[src/rtl/regfile_alu_pkg.sv]
// Shared definitions for the regfile_alu datapath: widths, opcode encodings
// and flag bit positions. The optional MUL opcode is enabled by defining
// REGFILE_ALU_MUL_EN when building the design.
package regfile_alu_pkg;

    localparam int DATA_W = 16;
    localparam int NREGS  = 16;
    localparam int ADDR_W = 4;
    localparam int OP_W   = 5;
    localparam int FLAG_W = 5;

    localparam logic [OP_W-1:0] OP_ADD  = 5'd0;
    localparam logic [OP_W-1:0] OP_SUB  = 5'd1;
    localparam logic [OP_W-1:0] OP_CMP  = 5'd2;
    localparam logic [OP_W-1:0] OP_AND  = 5'd3;
    localparam logic [OP_W-1:0] OP_OR   = 5'd4;
    localparam logic [OP_W-1:0] OP_XOR  = 5'd5;
    localparam logic [OP_W-1:0] OP_NOT  = 5'd6;
    localparam logic [OP_W-1:0] OP_LSH  = 5'd7;
    localparam logic [OP_W-1:0] OP_RSH  = 5'd8;
    localparam logic [OP_W-1:0] OP_ARSH = 5'd9;
    localparam logic [OP_W-1:0] OP_MUL  = 5'd10;

    // Flag vector layout {C,L,F,Z,N}
    localparam int FLAG_C = 4;
    localparam int FLAG_L = 3;
    localparam int FLAG_F = 2;
    localparam int FLAG_Z = 1;
    localparam int FLAG_N = 0;

endpackage

[src/rtl/regfile_alu_alu.sv]
// Purely combinational ALU for regfile_alu. Produces the result, the next
// flag vector, and two qualifiers: write_valid (result goes to Rdest) and
// flag_valid (flags register takes flags_next). Undefined opcodes drive both
// qualifiers low so the caller holds all state.
// Opcode 10 (MUL) exists only when REGFILE_ALU_MUL_EN is defined.
module regfile_alu_alu
    import regfile_alu_pkg::*;
(
    input  logic [DATA_W-1:0] a,
    input  logic [DATA_W-1:0] b,
    input  logic [OP_W-1:0]   op,
    output logic [DATA_W-1:0] result,
    output logic [FLAG_W-1:0] flags_next,
    output logic              write_valid,
    output logic              flag_valid
);

    logic [DATA_W:0] sum;
    logic [DATA_W:0] diff;
    logic [3:0]      sh;
    logic            signed_lt;
    logic            is_sub;

    assign sum       = {1'b0, a} + {1'b0, b};
    assign diff      = {1'b0, a} - {1'b0, b};
    assign sh        = b[3:0];
    assign signed_lt = $signed(a) < $signed(b);
    assign is_sub    = (op == OP_SUB) || (op == OP_CMP);

`ifdef REGFILE_ALU_MUL_EN
    logic [2*DATA_W-1:0] prod;
    assign prod = {{DATA_W{1'b0}}, a} * {{DATA_W{1'b0}}, b};
`endif

    // Operation decode; C/L/F default to cleared so logic and shift ops need no extra code
    always_comb begin
        result      = '0;
        flags_next  = '0;
        write_valid = 1'b0;
        flag_valid  = 1'b0;
        case (op)
            OP_ADD: begin
                result             = sum[DATA_W-1:0];
                flags_next[FLAG_C] = sum[DATA_W];
                flags_next[FLAG_F] = (a[DATA_W-1] == b[DATA_W-1]) &&
                                     (sum[DATA_W-1] != a[DATA_W-1]);
                write_valid        = 1'b1;
                flag_valid         = 1'b1;
            end
            OP_SUB, OP_CMP: begin
                // diff[DATA_W] is the borrow, i.e. unsigned A<B
                result             = diff[DATA_W-1:0];
                flags_next[FLAG_C] = diff[DATA_W];
                flags_next[FLAG_L] = diff[DATA_W];
                flags_next[FLAG_F] = (a[DATA_W-1] != b[DATA_W-1]) &&
                                     (diff[DATA_W-1] != a[DATA_W-1]);
                write_valid        = (op == OP_SUB);
                flag_valid         = 1'b1;
            end
            OP_AND: begin
                result      = a & b;
                write_valid = 1'b1;
                flag_valid  = 1'b1;
            end
            OP_OR: begin
                result      = a | b;
                write_valid = 1'b1;
                flag_valid  = 1'b1;
            end
            OP_XOR: begin
                result      = a ^ b;
                write_valid = 1'b1;
                flag_valid  = 1'b1;
            end
            OP_NOT: begin
                result      = ~b;
                write_valid = 1'b1;
                flag_valid  = 1'b1;
            end
            OP_LSH: begin
                result      = a << sh;
                write_valid = 1'b1;
                flag_valid  = 1'b1;
            end
            OP_RSH: begin
                result      = a >> sh;
                write_valid = 1'b1;
                flag_valid  = 1'b1;
            end
            OP_ARSH: begin
                result      = $unsigned($signed(a) >>> sh);
                write_valid = 1'b1;
                flag_valid  = 1'b1;
            end
`ifdef REGFILE_ALU_MUL_EN
            OP_MUL: begin
                result             = prod[DATA_W-1:0];
                flags_next[FLAG_C] = |prod[2*DATA_W-1:DATA_W];
                write_valid        = 1'b1;
                flag_valid         = 1'b1;
            end
`endif
            default: begin
                result      = '0;
                write_valid = 1'b0;
                flag_valid  = 1'b0;
            end
        endcase
        // Z and N are common to every defined op; SUB/CMP report signed A<B on N
        if (flag_valid) begin
            flags_next[FLAG_Z] = (result == '0);
            flags_next[FLAG_N] = is_sub ? signed_lt : result[DATA_W-1];
        end
    end

endmodule

[src/rtl/regfile_alu.sv]
// regfile_alu top: 16 x 16-bit register file fused with a single-cycle ALU.
// Each enabled edge performs Rdest <= Rdest OP (Imm or Rsrc). RdestOut is a
// combinational read of the current register contents; Flags is registered.
// Define REGFILE_ALU_MUL_EN to add the MUL opcode (10).
module regfile_alu
    import regfile_alu_pkg::*;
(
    input  logic              Clk,
    input  logic              Rst,
    input  logic              En,
    input  logic [ADDR_W-1:0] RdestRegLoc,
    input  logic [ADDR_W-1:0] RsrcRegLoc,
    input  logic [DATA_W-1:0] Imm,
    input  logic              Imm_s,
    input  logic [OP_W-1:0]   OpCode,
    output logic [DATA_W-1:0] RdestOut,
    output logic [FLAG_W-1:0] Flags
);

    logic [DATA_W-1:0] regs [NREGS];
    logic [FLAG_W-1:0] flags_reg;
    logic [DATA_W-1:0] operand_a;
    logic [DATA_W-1:0] operand_b;
    logic [DATA_W-1:0] alu_result;
    logic [FLAG_W-1:0] alu_flags;
    logic              alu_write_valid;
    logic              alu_flag_valid;

    // Both operands come from pre-edge state, so Rsrc==Rdest needs no special case
    assign operand_a = regs[RdestRegLoc];
    assign operand_b = Imm_s ? Imm : regs[RsrcRegLoc];
    assign RdestOut  = operand_a;
    assign Flags     = flags_reg;

    regfile_alu_alu u_alu (
        .a           (operand_a),
        .b           (operand_b),
        .op          (OpCode),
        .result      (alu_result),
        .flags_next  (alu_flags),
        .write_valid (alu_write_valid),
        .flag_valid  (alu_flag_valid)
    );

    // Register array write-back; reset clears every entry and overrides En
    always_ff @(posedge Clk) begin
        if (!Rst) begin
            for (int i = 0; i < NREGS; i++) begin
                regs[i] <= '0;
            end
        end else if (En && alu_write_valid) begin
            regs[RdestRegLoc] <= alu_result;
        end
    end

    // Flag register; CMP updates here even though it never writes the array
    always_ff @(posedge Clk) begin
        if (!Rst) begin
            flags_reg <= '0;
        end else if (En && alu_flag_valid) begin
            flags_reg <= alu_flags;
        end
    end

endmodule

[config.mk]
export PLATFORM = sky130hd
export DESIGN_NAME = regfile_alu
export DESIGN_NICKNAME = d
export VERILOG_FILES = /design/src/rtl/regfile_alu_pkg.sv /design/src/rtl/regfile_alu_alu.sv /design/src/rtl/regfile_alu.sv
export SDC_FILE = /design/constraint.sdc
export NUM_CORES = 1
export LEC_CHECK = 0
export ABC_AREA = 0
export CORE_MARGIN = 2
export CORE_UTILIZATION = 50
export CTS_CLUSTER_DIAMETER = 60
export CTS_CLUSTER_SIZE = 30
export DETAILED_ROUTE_END_ITERATION = 7
export HOLD_SLACK_MARGIN = 0.1
export PLACE_DENSITY = 0.74
export REMOVE_ABC_BUFFERS = 1
export SYNTH_ARGS = -nofsm -noshare
export SYNTH_HDL_FRONTEND = slang
export SYNTH_SLANG_ARGS = --single-unit
[constraint.sdc]
create_clock -name Clk -period 7.9 [get_ports Clk]
set_clock_uncertainty 0.05 [all_clocks]
set_input_delay 0.79 -clock Clk [delete_from_list [all_inputs] [get_ports Clk]]
set_output_delay 0.79 -clock Clk [all_outputs]
set_load 0.01 [all_outputs]
# Yosys cells after proc, flatten, opt, wreduce, memory -nomap -nowiden
# Memory sizes are Yosys's and may differ from the RTL's.
# Index checks and enable logic that the tools add are counted.
# Widths: inputs -> output; s select.
[op_classes]
add_sub_neg = 2
magnitude_cmp = 1
n_eq_ne = 13
shifts = 3
mux = 16
n_bitwise = 4
n_reduce_logical = 11
[ops]
columns = ["operator", "n"]
rows = [
  ["$pmux 16 s9", 1],
  ["$mux 16", 2],
  ["$eq 5x3->1 const B", 4],
  ["$add 16x16->17", 1],
  ["$sub 16x16->17", 1],
  ["$and 16x16->16", 1],
  ["$logic_not 16->1", 1],
  ["$lt 16x16->1", 1],
  ["$not 16->16", 1],
  ["$or 16x16->16", 1],
  ["$reduce_or 16->1", 1],
  ["$shl 16x4->16", 1],
  ["$shr 16x4->16", 1],
  ["$sshr 16x4->16", 1],
  ["$xor 16x16->16", 1],
  ["$eq 5x2->1 const B", 2],
  ["$eq 5x4->1 const B", 2],
  ["$reduce_or 10->1", 1],
  ["$mux 1", 8],
  ["$reduce_or 8->1", 1],
  ["$pmux 1 s2", 3],
  ["$eq 5x1->1 const B", 1],
  ["$logic_not 5->1", 1],
  ["$logic_and 1x1->1", 4],
  ["other kinds (6)", 8],
]
[totals]
regBits = 5
mem_bits_rw = 256
input_bits = 33
output_inout_bits = 21
word_cells = 52
mem_count = 1
[memory_table]
columns = ["name", "depth", "word_bits", "rd", "rd_ports_with_merged_regs", "write_ports", "line_no", "text"]
rows = [
  ["regs", 16, 16, 2, 0, 16, "regfile_alu.sv:20", "logic [DATA_W-1:0] regs [NREGS];"],
]

# Depth between registers and ports, before layout
[depth]
ltp_word = 9
depth_mapped = 25
depth_no_buf = 19

# Cells and area by module
# Synthesis repeated with hierarchy kept, for this count alone.
[unflattened]
cells_unflattened = 1470
area_unflattened_um2 = 18301.3
[modules_own_cells]
columns = ["mod", "n_inst", "cells_per_inst", "area_per_inst_um2"]
rows = [
  ["regfile_alu", 1, 869, 13987.2],
  ["regfile_alu_alu", 1, 601, 4314.1],
]

# Worst setup path after synthesis
# OpenSTA, ideal clock, no wires.
[synth_timing]
path_type = "input -> register"
from = "input port RsrcRegLoc[1]"
to = "memory regs[6][15] (data pin)"
setup_ps = 266
arrival_time_ps = 5347
t_required_ps = 7584
path_slack_ps = 2237
stages = 24
n_path_buf = 7
path_cell_list = "buf_4 > buf_2 > buf_2 > clkbuf_1 > buf_2 > mux4_2 > mux4_2 > nand2_1 > nand2_1 > inv_1 > ha_1 > clkbuf_1 > inv_1 > nor3_1 > a221oi_1 > a311oi_1 > o31ai_1 > a31oi_1 > o22ai_1 > nor2_1 > a31oi_1 > nor2_1 > buf_2 > nor2_1"
[synth_rtl]
columns = ["element", "line_no", "text"]
rows = [
  ["start: declaration", "regfile_alu.sv:12", "input logic [ADDR_W-1:0] RsrcRegLoc,"],
  ["end: declaration", "regfile_alu.sv:20", ""],
]

==> impl_metrics.toml <==
[outcome]
status = "complete, no violations"

[die]
core-area_um2 = 34400
fp.dieH_um = 191
dieArea_um2 = 36300
initial_core_util_pct = 50.6
rows = 68
io_pins = 54
die_w_um = 191

[global_route]
grt_pass1_vias = 13500
grt_pass1_wl_um = 85600
grt_overflow = 0
grt_use_total_pct = 32.3
antenna_found_initial = 2
grt_max_degree = 49

[setup_path]
startpoint_type = "input port"
cpMostUsedCell = "nor2_1"
slowest_delay_ns = 1.15
path_cells = "clkdlybuf4s50_1 -> mux4_2 -> mux2i_1 -> a2111oi_0 -> a21oi_1 -> buf_4 -> ha_1 -> o21bai_1 -> a221oi_1 -> a311oi_1 -> o31ai_1 -> a31oi_1 -> o22ai_1 -> nor2_1 -> a31oi_1 -> nor2_1 -> buf_4 -> nor2_1"
required_ns = 8.24
crit_arrival_ns = 6.89
r2r-start = "regs[2][2]"
cp_slowest_cell = "clkdlybuf4s50_1"
cp-end-kind = "flop"
crit_type = "input port to flop"
path_delay_family = "compound AO/OA/AOI/OAI gates"
crit_fanout = 20
crit_start = "RsrcRegLoc[2]"
cp_num_buf_inv = 3

[pwr]
comb_power_share_pct = 29.2
p_sw_share_pct = 33.6
switchingPower_mw = 1.17
internal_power_mw = 2.32
clock_power_share_pct = 25.2
p_per_area_nw_per_um2 = 185
p_seq_share_pct = 45.6
ir_worst_vdd_mv = 0.219
p_leak_nw = 6.63

[sta]
timing.slew.headroom_pct = 13.5
grt_setup_unrepaired = "false"
finalSetupViolCount = 0
tns_ns = 0
worstMarginPinSlew_ns = 1.29
max_freq_mhz = 153
hold_violations = 0
whs_ns = 0.479
slew_violations = 0
period_needed_ns = 6.56
fin_crit_sh_pct = 83.0

[routing]
first_iter_violations = 2252
viasPerCell = 6.98
dr.pass1.iters = 6
wl_um = 58200
vias = 13700
wire_per_inst_um = 29.8
ant_nets = 0
drc_errors = 0

[clocking]
clock_sinks = 261
cts_buffers = 15
clk_path_buf_depth = 3
cts_setup_buffers = 0
clock_latency_ns = 0.53
cts_tree = "done"
cts.hold.buffers_added = 0
ctsResizeCount = 0
clkTransAtPathRegs_ns = 0.12
htreeDepth = 1
cts_root_buf = "clkbuf_16"

[yosys]
synth_top_cell_by_area = "edfxtp_1"
netlist_area_um2 = 17400
synthFlopType = "edfxtp_1"
synth_edf_count = 256
synth.distinct_cells = 76
synthTopCellsByArea = "edfxtp_1, mux4_2, nor2_1"
synth.ff_latch_count = 261
synth.top_cell.area_share_pct = 44.2
netlist_instances = 1487
async_reset_ff_share_pct = 0
synth_warnings = 0
synth-seq-area-share_pct = 44.7
syn_avg_cell_area_um2 = 11.7

[placement]
place.gp.congestion = 0.973
place_area_um2 = 18400
dpl.hpwl_um = 37800
numPortBuffers = 53

[cells_and_area]
fin_area_um2 = 18900
drive_gt1_share_pct = 17.9
layout.nets = 1577
area_delta_synth_final_pct = 8.40

[flow_run]
maxCapViolations = 0

[worst_hold_path]
hp-class = "flop to flop"
min_from = "Flags[1]"
-- per-layer routing --
layer	wire, um	part of all wire (%)	global-route usage (%)	up-vias
met5	11	0.019	0	-
met1	19600	34	41.4	6707
met3	7940	14	7.56	225
li1	-	-	-	5655
met4	3180	5.5	15.7	2
met2	27500	47	52.2	1063
-- synthesized netlist by cell type (all sizes together) (5+ instances only) --
cell,number
o32ai,5
nor3,25
ha,50
dfxtp,5
a211oi,9
clkbuf,77
a221oi,12
mux4,154
a21o,6
o21ai,50
a22oi,5
o221ai,10
xnor2,10
or3,5
and2,5
a2111oi,6
nand3,24
edfxtp,256
a21oi,59
nor4,12
and3,7
nor2,315
nor2b,8
nand2b,10
nand2,109
inv,53
buf,44
a31oi,9
o22ai,10
o211ai,16
o31ai,7
mux2i,54
-- cell families (layout without fill, tap and decap cells) --
logic type	after synthesis	count (layout)	synth area share (%)
simple gates	532	532	13.2
compound gates	241	241	9.81
buf+inv	177	190	4.49
xor+xnor	12	12	0.604
other cells	0	1	0
mux	212	212	23.4
fa+ha+maj	52	52	3.82
flops	261	261	44.7
-- state kept, by name, indices dropped and copies added (netlist names) --
signal  flops
regs      256
Flags       5
-- layout make-up --
type	count	area, um2
well taps	455	569
clock buffers	15	375
repair buffers	109	936
multi-input cells	1049	8850
diodes	1	2.50
clock inverters	10	138
inverters	56	210
flip-flops and latches	261	7790
fillers	2861	15500
-- final timing paths --
check | to | slack (ns) | cells after the start
setup / recovery | regs[4][15] | 1.34 | 18
hold / removal | Flags[1] | 0.48 | 2
setup reg to reg | regs[4][15] | 2.52 | 17
hold reg to reg | Flags[1] | 0.48 | 2
-- power by group through the flow --
stage / combinational, mW / sequential [mW] / clock (mW)
2_1_floorplan: 0.619 / 1.61 / 0
3_3_place_gp: 0.980 / 1.62 / 0
3_5_place_dp: 0.987 / 1.62 / 0
4_1_cts: 0.993 / 1.59 / 0.877
5_1_grt: 1.08 / 1.60 / 0.917
6_report: 1.02 / 1.59 / 0.878
-- per-stage QoR --
stage	setup slack, ns	total power [mW]	util (%)	std cells
2_1_floorplan	1.91	2.23	-	1366
3_3_place_gp	1.27	2.60	53.4	1930
3_5_place_dp	1.21	2.61	53.4	1930
4_1_cts	1.68	3.46	54.9	1955
5_1_grt	0.906	3.59	54.9	1955
6_report	1.34	3.49	54.9	1956
-- worst reg2reg max path: stages (launching register included) --
cell       delay [ns]
edfxtp_1         0.38
nor2b_1          0.14
a2111oi_0        0.72
o41ai_4          0.22
nor2_4           0.44
ha_1             0.38
a21oi_1          0.20
o21bai_1         0.11
a221oi_1         0.67
a311oi_1         0.30
o31ai_1          0.49
a31oi_1          0.27
o22ai_1          0.21
nor2_1           0.06
a31oi_1          0.22
nor2_1           0.08
buf_4            0.21
nor2_1           0.12
-- placed cells by master (no fill, tap or decap), types with 5 or more instances in the layout --
master,synthesis,routed
a211oi_1,7,7
a21o_1,6,6
a21oi_1,59,59
a221oi_1,12,12
a22oi_1,5,5
a31oi_1,9,9
and3_1,7,7
buf_4,6,58
clkbuf_16,0,15
clkdlybuf4s50_1,0,49
clkinv_8,0,5
dfxtp_1,5,5
edfxtp_1,256,256
ha_1,50,50
inv_1,51,51
mux2i_1,50,50
mux4_2,154,154
nand2_1,109,109
nand2b_1,10,10
nand3_1,24,24
nor2_1,313,313
nor2b_1,8,8
nor3_1,25,25
nor4_1,8,8
o211ai_1,16,16
o21ai_0,46,46
o221ai_1,9,9
o22ai_1,10,10
o31ai_1,6,6
o32ai_1,5,5
or3_1,5,5
xnor2_1,10,10
No activity file was read; power rests on OpenSTA's default activity.
